==> config.mk <==
export PLATFORM = sky130hd
export DESIGN_NAME = dcache_controller
export DESIGN_NICKNAME = d
export VERILOG_FILES = /design/src/rtl/dcache_controller.sv
export SDC_FILE = /design/constraint.sdc
export NUM_CORES = 1
export LEC_CHECK = 0
export BUFFER_PORTS_ARGS = -buffer_cell sky130_fd_sc_hd__buf_2
export CORE_MARGIN = 10
export CORE_UTILIZATION = 60
export CTS_CLUSTER_SIZE = 12
export DETAILED_ROUTE_END_ITERATION = 8
export GPL_TIMING_DRIVEN = 0
export PLACE_DENSITY = 0.79
export SYNTH_ARGS = -nofsm -noshare
export SYNTH_HDL_FRONTEND = slang
export SYNTH_SLANG_ARGS = --single-unit
==> constraint.sdc <==
create_clock -name clk -period 6.3 [get_ports clk]
set_clock_uncertainty 0.15 [all_clocks]
set_input_delay 0.63 -clock clk [delete_from_list [all_inputs] [get_ports clk]]
set_output_delay 0.63 -clock clk [all_outputs]
set_load 0.05 [all_outputs]
==> src/rtl/dcache_controller.sv <==
// dcache_controller
// Sequencing controller for a direct-mapped, write-through, no-write-allocate
// data cache. Holds the tag/valid arrays, detects hits, stalls the core on
// read misses and on every store, and runs 4-word block refills and
// single-word write-through transfers over a per-word ready handshake.
// All outputs are combinational from state, word counter, arrays and inputs.

module dcache_controller #(
    parameter int ADDR_W = 10,
    parameter int IDX_W  = 5,
    parameter int OFF_W  = 2
) (
    input  logic                   clk,
    input  logic                   rst_n,
    input  logic                   mem_read_i,
    input  logic                   mem_write_i,
    input  logic [ADDR_W-1:0]      addr_i,
    output logic                   stall_o,
    output logic                   hit_o,
    output logic                   cache_we_o,
    output logic [IDX_W+OFF_W-1:0] cache_addr_o,
    output logic                   cache_src_o,
    output logic                   mem_req_o,
    output logic                   mem_we_o,
    output logic [ADDR_W-1:0]      mem_addr_o,
    input  logic                   mem_ready_i
);

    localparam int TAG_W = ADDR_W - IDX_W - OFF_W;
    localparam int LINES = 1 << IDX_W;

    typedef enum logic [1:0] {
        ST_IDLE   = 2'd0,
        ST_REFILL = 2'd1,
        ST_WRITE  = 2'd2
    } state_t;

    state_t             state_reg;
    logic [OFF_W-1:0]   word_cnt_reg;
    logic [LINES-1:0]   valid_reg;
    logic [TAG_W-1:0]   tag_mem [LINES];

    // Address fields of the current request
    logic [TAG_W-1:0]   addr_tag;
    logic [IDX_W-1:0]   addr_idx;
    logic [OFF_W-1:0]   addr_off;

    logic [TAG_W-1:0]   line_tag;
    logic               line_hit;
    logic               last_beat;
    logic               refill_done;
    logic [LINES-1:0]   line_set;

    assign addr_tag = addr_i[ADDR_W-1:IDX_W+OFF_W];
    assign addr_idx = addr_i[IDX_W+OFF_W-1:OFF_W];
    assign addr_off = addr_i[OFF_W-1:0];

    // Tag lookup is asynchronous so that a read hit completes in the same cycle
    assign line_tag = tag_mem[addr_idx];
    assign line_hit = valid_reg[addr_idx] && (line_tag == addr_tag);

    // During a refill the line is being overwritten, so never report a hit
    assign hit_o = line_hit && (state_reg != ST_REFILL);

    assign last_beat   = (word_cnt_reg == {OFF_W{1'b1}});
    assign refill_done = (state_reg == ST_REFILL) && mem_ready_i && last_beat;

    // One-hot set strobe per line; a line only becomes valid on its last refill beat
    generate
        for (genvar gi = 0; gi < LINES; gi++) begin : g_line_set
            assign line_set[gi] = refill_done && (addr_idx == IDX_W'(gi));
        end
    endgenerate

    // Controller state and refill word counter
    always_ff @(posedge clk or negedge rst_n) begin
        if (!rst_n) begin
            state_reg    <= ST_IDLE;
            word_cnt_reg <= '0;
        end else begin
            case (state_reg)
                ST_IDLE: begin
                    if (mem_write_i) begin
                        state_reg <= ST_WRITE;
                    end else if (mem_read_i && !line_hit) begin
                        state_reg    <= ST_REFILL;
                        word_cnt_reg <= '0;
                    end
                end
                ST_REFILL: begin
                    if (mem_ready_i) begin
                        word_cnt_reg <= word_cnt_reg + OFF_W'(1);
                        if (last_beat) begin
                            state_reg <= ST_IDLE;
                        end
                    end
                end
                ST_WRITE: begin
                    if (mem_ready_i) begin
                        state_reg <= ST_IDLE;
                    end
                end
                default: begin
                    state_reg <= ST_IDLE;
                end
            endcase
        end
    end

    // Valid bits: cleared by reset, set only when a refill completes
    always_ff @(posedge clk or negedge rst_n) begin
        if (!rst_n) begin
            valid_reg <= '0;
        end else begin
            valid_reg <= valid_reg | line_set;
        end
    end

    // Tag array: written together with the valid bit on the final refill beat
    always_ff @(posedge clk) begin
        if (refill_done) begin
            tag_mem[addr_idx] <= addr_tag;
        end
    end

    // Combinational outputs decoded from state, counter, hit and handshake
    always_comb begin
        stall_o      = 1'b0;
        cache_we_o   = 1'b0;
        cache_src_o  = 1'b0;
        cache_addr_o = {addr_idx, addr_off};
        mem_req_o    = 1'b0;
        mem_we_o     = 1'b0;
        mem_addr_o   = addr_i;
        case (state_reg)
            ST_IDLE: begin
                stall_o = (mem_read_i && !line_hit) || mem_write_i;
            end
            ST_REFILL: begin
                stall_o    = 1'b1;
                mem_req_o  = 1'b1;
                mem_addr_o = {addr_tag, addr_idx, word_cnt_reg};
                if (mem_ready_i) begin
                    cache_we_o   = 1'b1;
                    cache_src_o  = 1'b1;
                    cache_addr_o = {addr_idx, word_cnt_reg};
                end
            end
            ST_WRITE: begin
                stall_o   = !mem_ready_i;
                mem_req_o = 1'b1;
                mem_we_o  = 1'b1;
                // Write-through: update the array only if the line is present
                cache_we_o = mem_ready_i && line_hit;
            end
            default: begin
                stall_o = 1'b0;
            end
        endcase
    end

endmodule
# == Word level (Yosys, flattened, before mapping) ==
# Memories as Yosys holds them, arrays and structs flattened.
# Index checks and enable logic that the tools add are counted.
# W data, S select, Z words.
# op_classes
n_eq_ne,42
addsub,1
bitwise_logic,1
n_reduce_logical,47
muxes,23
n_lt_le_gt_ge,1
# ops
cell,count
$eq A5 B5 Y1 const B,16
$eq A5 B4 Y1 const B,8
$logic_and A1 B1 Y1,38
$or A32 B32 Y32,1
$mux W2,11
$eq A5 B3 Y1 const B,4
$eq A5 B2 Y1 const B,2
$ne A2 B2 Y1 const B,5
$reduce_and A4 Y1,2
$mux W1,7
$lt A5 B6 Y1 const B,1
$pmux W2 S3,1
$bmux W1 S5,1
$eq A5 B1 Y1 const B,1
$logic_not A5 Y1,1
$eq A2 B2 Y1 const B,2
$pmux W2 S2,1
$eq A3 B3 Y1,1
$ne A3 B3 Y1 const B,1
$pmux W1 S3,1
$add A2 B1 Y2 const B,1
$eq A2 B1 Y1 const B,1
$logic_not A1 Y1,2
$logic_not A2 Y1,1
5 further kinds,5
# word_totals
ramBits,96
input_bits,15
ff_bits,36
mem_count,1
out_inout_bits,23
wordCells,119
# mem_list
name,words,width,read_ports,rd_clocked_by_memory_dff,write_ports,line_no,source
tag_mem,32,3,1,0,1,41,logic [TAG_W-1:0] tag_mem [LINES];

# == Longest topological paths before layout ==
# depth
word_depth,8
mapped_depth,11
depth_no_buf,9

# == Worst setup path after synthesis ==
# No wires, ideal clock.
# synth_timing
path_kind,input port to output port
startpoint,input port addr_i[2]
endpoint,output port stall_o
path_slack_ns,2.104
cell_stages,9
t_required_ns,5.520
n_path_buf,1
t_arrival_ns,3.416
cell_sequence,buf_2 -> mux4_2 -> a32o_1 -> nor4_1 -> a31o_2 -> xor2_1 -> o2111ai_1 -> nand2_1 -> a221oi_1
# synth_via
elab_chain_len,7
elab_cells_between_ends,9
cone_classes,1 x eq/ne; 3 x mux; 4 x reduce/logical; 1 x memory
# synth_rtl
item,line_no,source
from (decl),17,"input logic [ADDR_W-1:0] addr_i,"
$mem_v2 Z32 W3 or $bmux W1 S5 (tied branches),--,
$eq A3 B3 Y1 or $mux W1 (tied branches),60,assign line_hit = valid_reg[addr_idx] && (line_tag == addr_tag);
$logic_and A1 B1 Y1 *,60,
$logic_not A1 Y1 *,137,stall_o = (mem_read_i && !line_hit) || mem_write_i;
$logic_and A1 B1 Y1 *,137,
$logic_or A1 B1 Y1 *,137,
$pmux W1 S3 *,135,case (state_reg)
to (decl),18,"output logic stall_o,"
# Every way passes the cells marked *; elsewhere a longest branch is shown, timed or not. The select of a mux whose other input is x is not followed.

# == Worst setup path in the final report ==
# layout_timing
startpoint,input port addr_i[5]
endpoint,output port stall_o
# The elaborated chain is that of the path after synthesis.

==> results.sh <==
export IMPL_crit_path_frequent_cell="buf_2"
export IMPL_grt_pass1_wl_um=21450
export IMPL_post_synth_top_count_cell="edfxtp_1"
export IMPL_ys_seq_elements=132
export IMPL_synth_avg_cell_area_sq_um=15.45
export IMPL_num_rows=35
export IMPL_wl_um=13480
export IMPL_crit_family="buffers and inverters"
export IMPL_diodes=0
export IMPL_htreeDepth=4
export IMPL_synth_edf_count=96
export IMPL_crit_slowest_cell="o2111ai_1"
export IMPL_synth_flop_cell="edfxtp_1"
export IMPL_arrival_ns=3.38
export IMPL_fin_setup_tns_ns=0
export IMPL_grt_pass1_vias=3675
export IMPL_top_level_ports=38
export IMPL_hold_class="in2async"
export IMPL_min_period_ns=4.157
export IMPL_drive_gt1_frac=0.3311
export IMPL_synth_area_leaders="edfxtp_1 (50%), dfrtp_1 (16%), mux4_1 (5.9%)"
export IMPL_regToRegStartpoint="state_reg[1]"
export IMPL_grtUsageTotal=0.2021
export IMPL_crit_path_start_kind="primary input"
export IMPL_clk_pin_slew_worst_paths_ns=0.07
export IMPL_die_h_um=118.4
export IMPL_r2r_slack_ns=2.95
export IMPL_hpwl_um=8824
export IMPL_postSynthCellCount=376
export IMPL_placed_cells=538
export IMPL_fin_cells=570
export IMPL_crit_fanout=10
export IMPL_num_fill_cells=593
export IMPL_cts_root_buf="clkbuf_8"
export IMPL_port_buffers=33
export IMPL_ctsHoldBuffers=0
export IMPL_cp_data_required_time_ns=5.52
export IMPL_num_vias=3560
export IMPL_start_util=0.6228
export IMPL_cts_path_max_buffers=2
export IMPL_gp_congestion=0.8726
export IMPL_synth_net_count=396
export IMPL_utilization=0.7164
export IMPL_core_sq_um=9328
export IMPL_timing_fmax_mhz=240.6
export IMPL_yosysSeqAreaShare=0.6513
export IMPL_yosys_warnings=0
export IMPL_grt_antenna_before_repair=0
export IMPL_synth_common_cells="edfxtp_1 (96), nor2_1 (41), dfrtp_1 (36)"
export IMPL_cts_resized=0
export IMPL_slowest_delay_ns=0.36
export IMPL_worstMarginPinSlew_ns=0.9157
export IMPL_syn2layout_area_growth_pct=15.03
export IMPL_yosysTopAreaCellShare=0.4962
export IMPL_wl_per_cell_um=23.65
export IMPL_drc=0
export IMPL_drt_pre_antenna_iters=5
export IMPL_setup_viol=0
export IMPL_ys_types=55
export IMPL_avgViaCountPerCell=6.246
export IMPL_power_leakage_nw=2.671
export IMPL_largest_reg_flops=96
export IMPL_dieWidth_um=118.4
export IMPL_cp_end_kind="output port"
export IMPL_placed_area_sq_um=6136
export IMPL_ys_async_sr_fraction=0.2727
export IMPL_drt_iter0_drc=485
export IMPL_cts_tree="done"
export IMPL_finalHoldViolations=0
export IMPL_final_antenna_net_count=0
export IMPL_post_cts_setup_buffer_count=0
export IMPL_synth_area_sq_um=5809
export IMPL_grt_overflow_total=0
export IMPL_cts_sinks=132
export IMPL_rsz0062_at_grt="false"
export IMPL_crit_chain="buf_2 -> buf_2 -> buf_2 -> clkbuf_1 -> nor2_1 -> a22oi_1 -> a31oi_1 -> o2111ai_1 -> nand2_1 -> a221oi_1 -> buf_2"
export IMPL_clkLatencyLatePin_ns=0.54
export IMPL_final_max_slew_viol_count=0
export IMPL_cap_violations=0
export IMPL_relSlewSlack=0.3895
export IMPL_finalNetCount=448
export IMPL_vdd_drop_max_v=0.0002167
export IMPL_critPathLaunch="addr_i[5]"
export IMPL_crit_type="in2out"
export IMPL_critPathBufInv=5
export IMPL_fin_crit_sh=0.6598
export IMPL_die_area_sq_um=14020
export IMPL_final_area_sq_um=6683
export IMPL_grt_max_degree=37
export IMPL_yosys_area_top_type="edfxtp_1"
export IMPL_power_density_nw_per_um2=330.0
export IMPL_numCtsBuffers=17
export IMPL_outcome="finished clean"
area by class of cell:
class	count	area, sq um	area share
inverters	8	30.03	0.004494
multi-input cells	207	1775	0.2657
plain buffers	29	220.2	0.03295
clock buffers	17	414.1	0.06197
clock inverters	15	132.6	0.01985
flip-flops and latches	132	3784	0.5662
repair buffers	33	165.2	0.02471
well taps	129	161.4	0.02415
layout by cell type, fill, tap and decap left out, types with 4 or more instances in the layout:
master     instances
mux2i_1           11
o21ai_0            5
mux4_2            12
nand3_1            9
edfxtp_1          96
buf_2             38
buf_4             15
nor2b_1            4
or2_2             32
or3_1              4
inv_1              8
mux2_2             7
dfrtp_1           36
a31oi_1            4
nand2_1           14
ha_1               5
clkbuf_16         16
a21oi_1            5
nor2_1            41
inv_6              8
mux4_1            13
power by group:
group | internal, mW | switching, mW | leakage (nW)
Clock | 0.501 | 0.417 | 0.267
Sequential | 0.948 | 0.0143 | 1.36
Combinational | 0.103 | 0.222 | 1.04
Total | 1.55 | 0.654 | 2.67
path summary, 6_finish.rpt:
check,endpoint,depth (start not counted)
worst max-delay path,stall_o,11
worst min-delay path,valid_reg[26],1
worst max register to register,tag_mem[20][2],9
worst min register to register,valid_reg[5],1
max in group asynchronous,state_reg[1],1
min in group clk,state_reg[0],3
metal layers:
metal  global-route usage  wire length (um)  vias up
met2               0.3108              6669      184
met5                    0                 0        -
met1               0.2621              5439     1825
met3              0.05664              1131       22
li1                     -                 -     1529
met4              0.09237               237        0
cell families (layout without fill, tap and decap cells):
group,count (synthesis),after routing,share of synthesized area
XOR/XNOR,3,3,0.004524
adder cells (fa/ha/maj),5,5,0.01077
buffers and inverters,37,102,0.04307
AND/OR/NAND/NOR,116,116,0.1008
multiplexers,43,43,0.1378
AO/OA/AOI/OAI,40,40,0.05169
flip-flops,132,132,0.6513
per-stage QoR:
| stage | setup slack, ns | power, mW | hold WS [ns] |
|---|---|---|---|
| floorplan | 2.104 | 1.215 | 0.1844 |
| global placement | 2.307 | 1.284 | 0.2947 |
| detailed placement | 2.206 | 1.298 | 0.2993 |
| CTS | 2.200 | 2.213 | 0.08775 |
| global route | 1.903 | 2.273 | 0.1213 |
| finish | 2.143 | 2.205 | 0.07212 |
(Power assumes the default switching activity.)
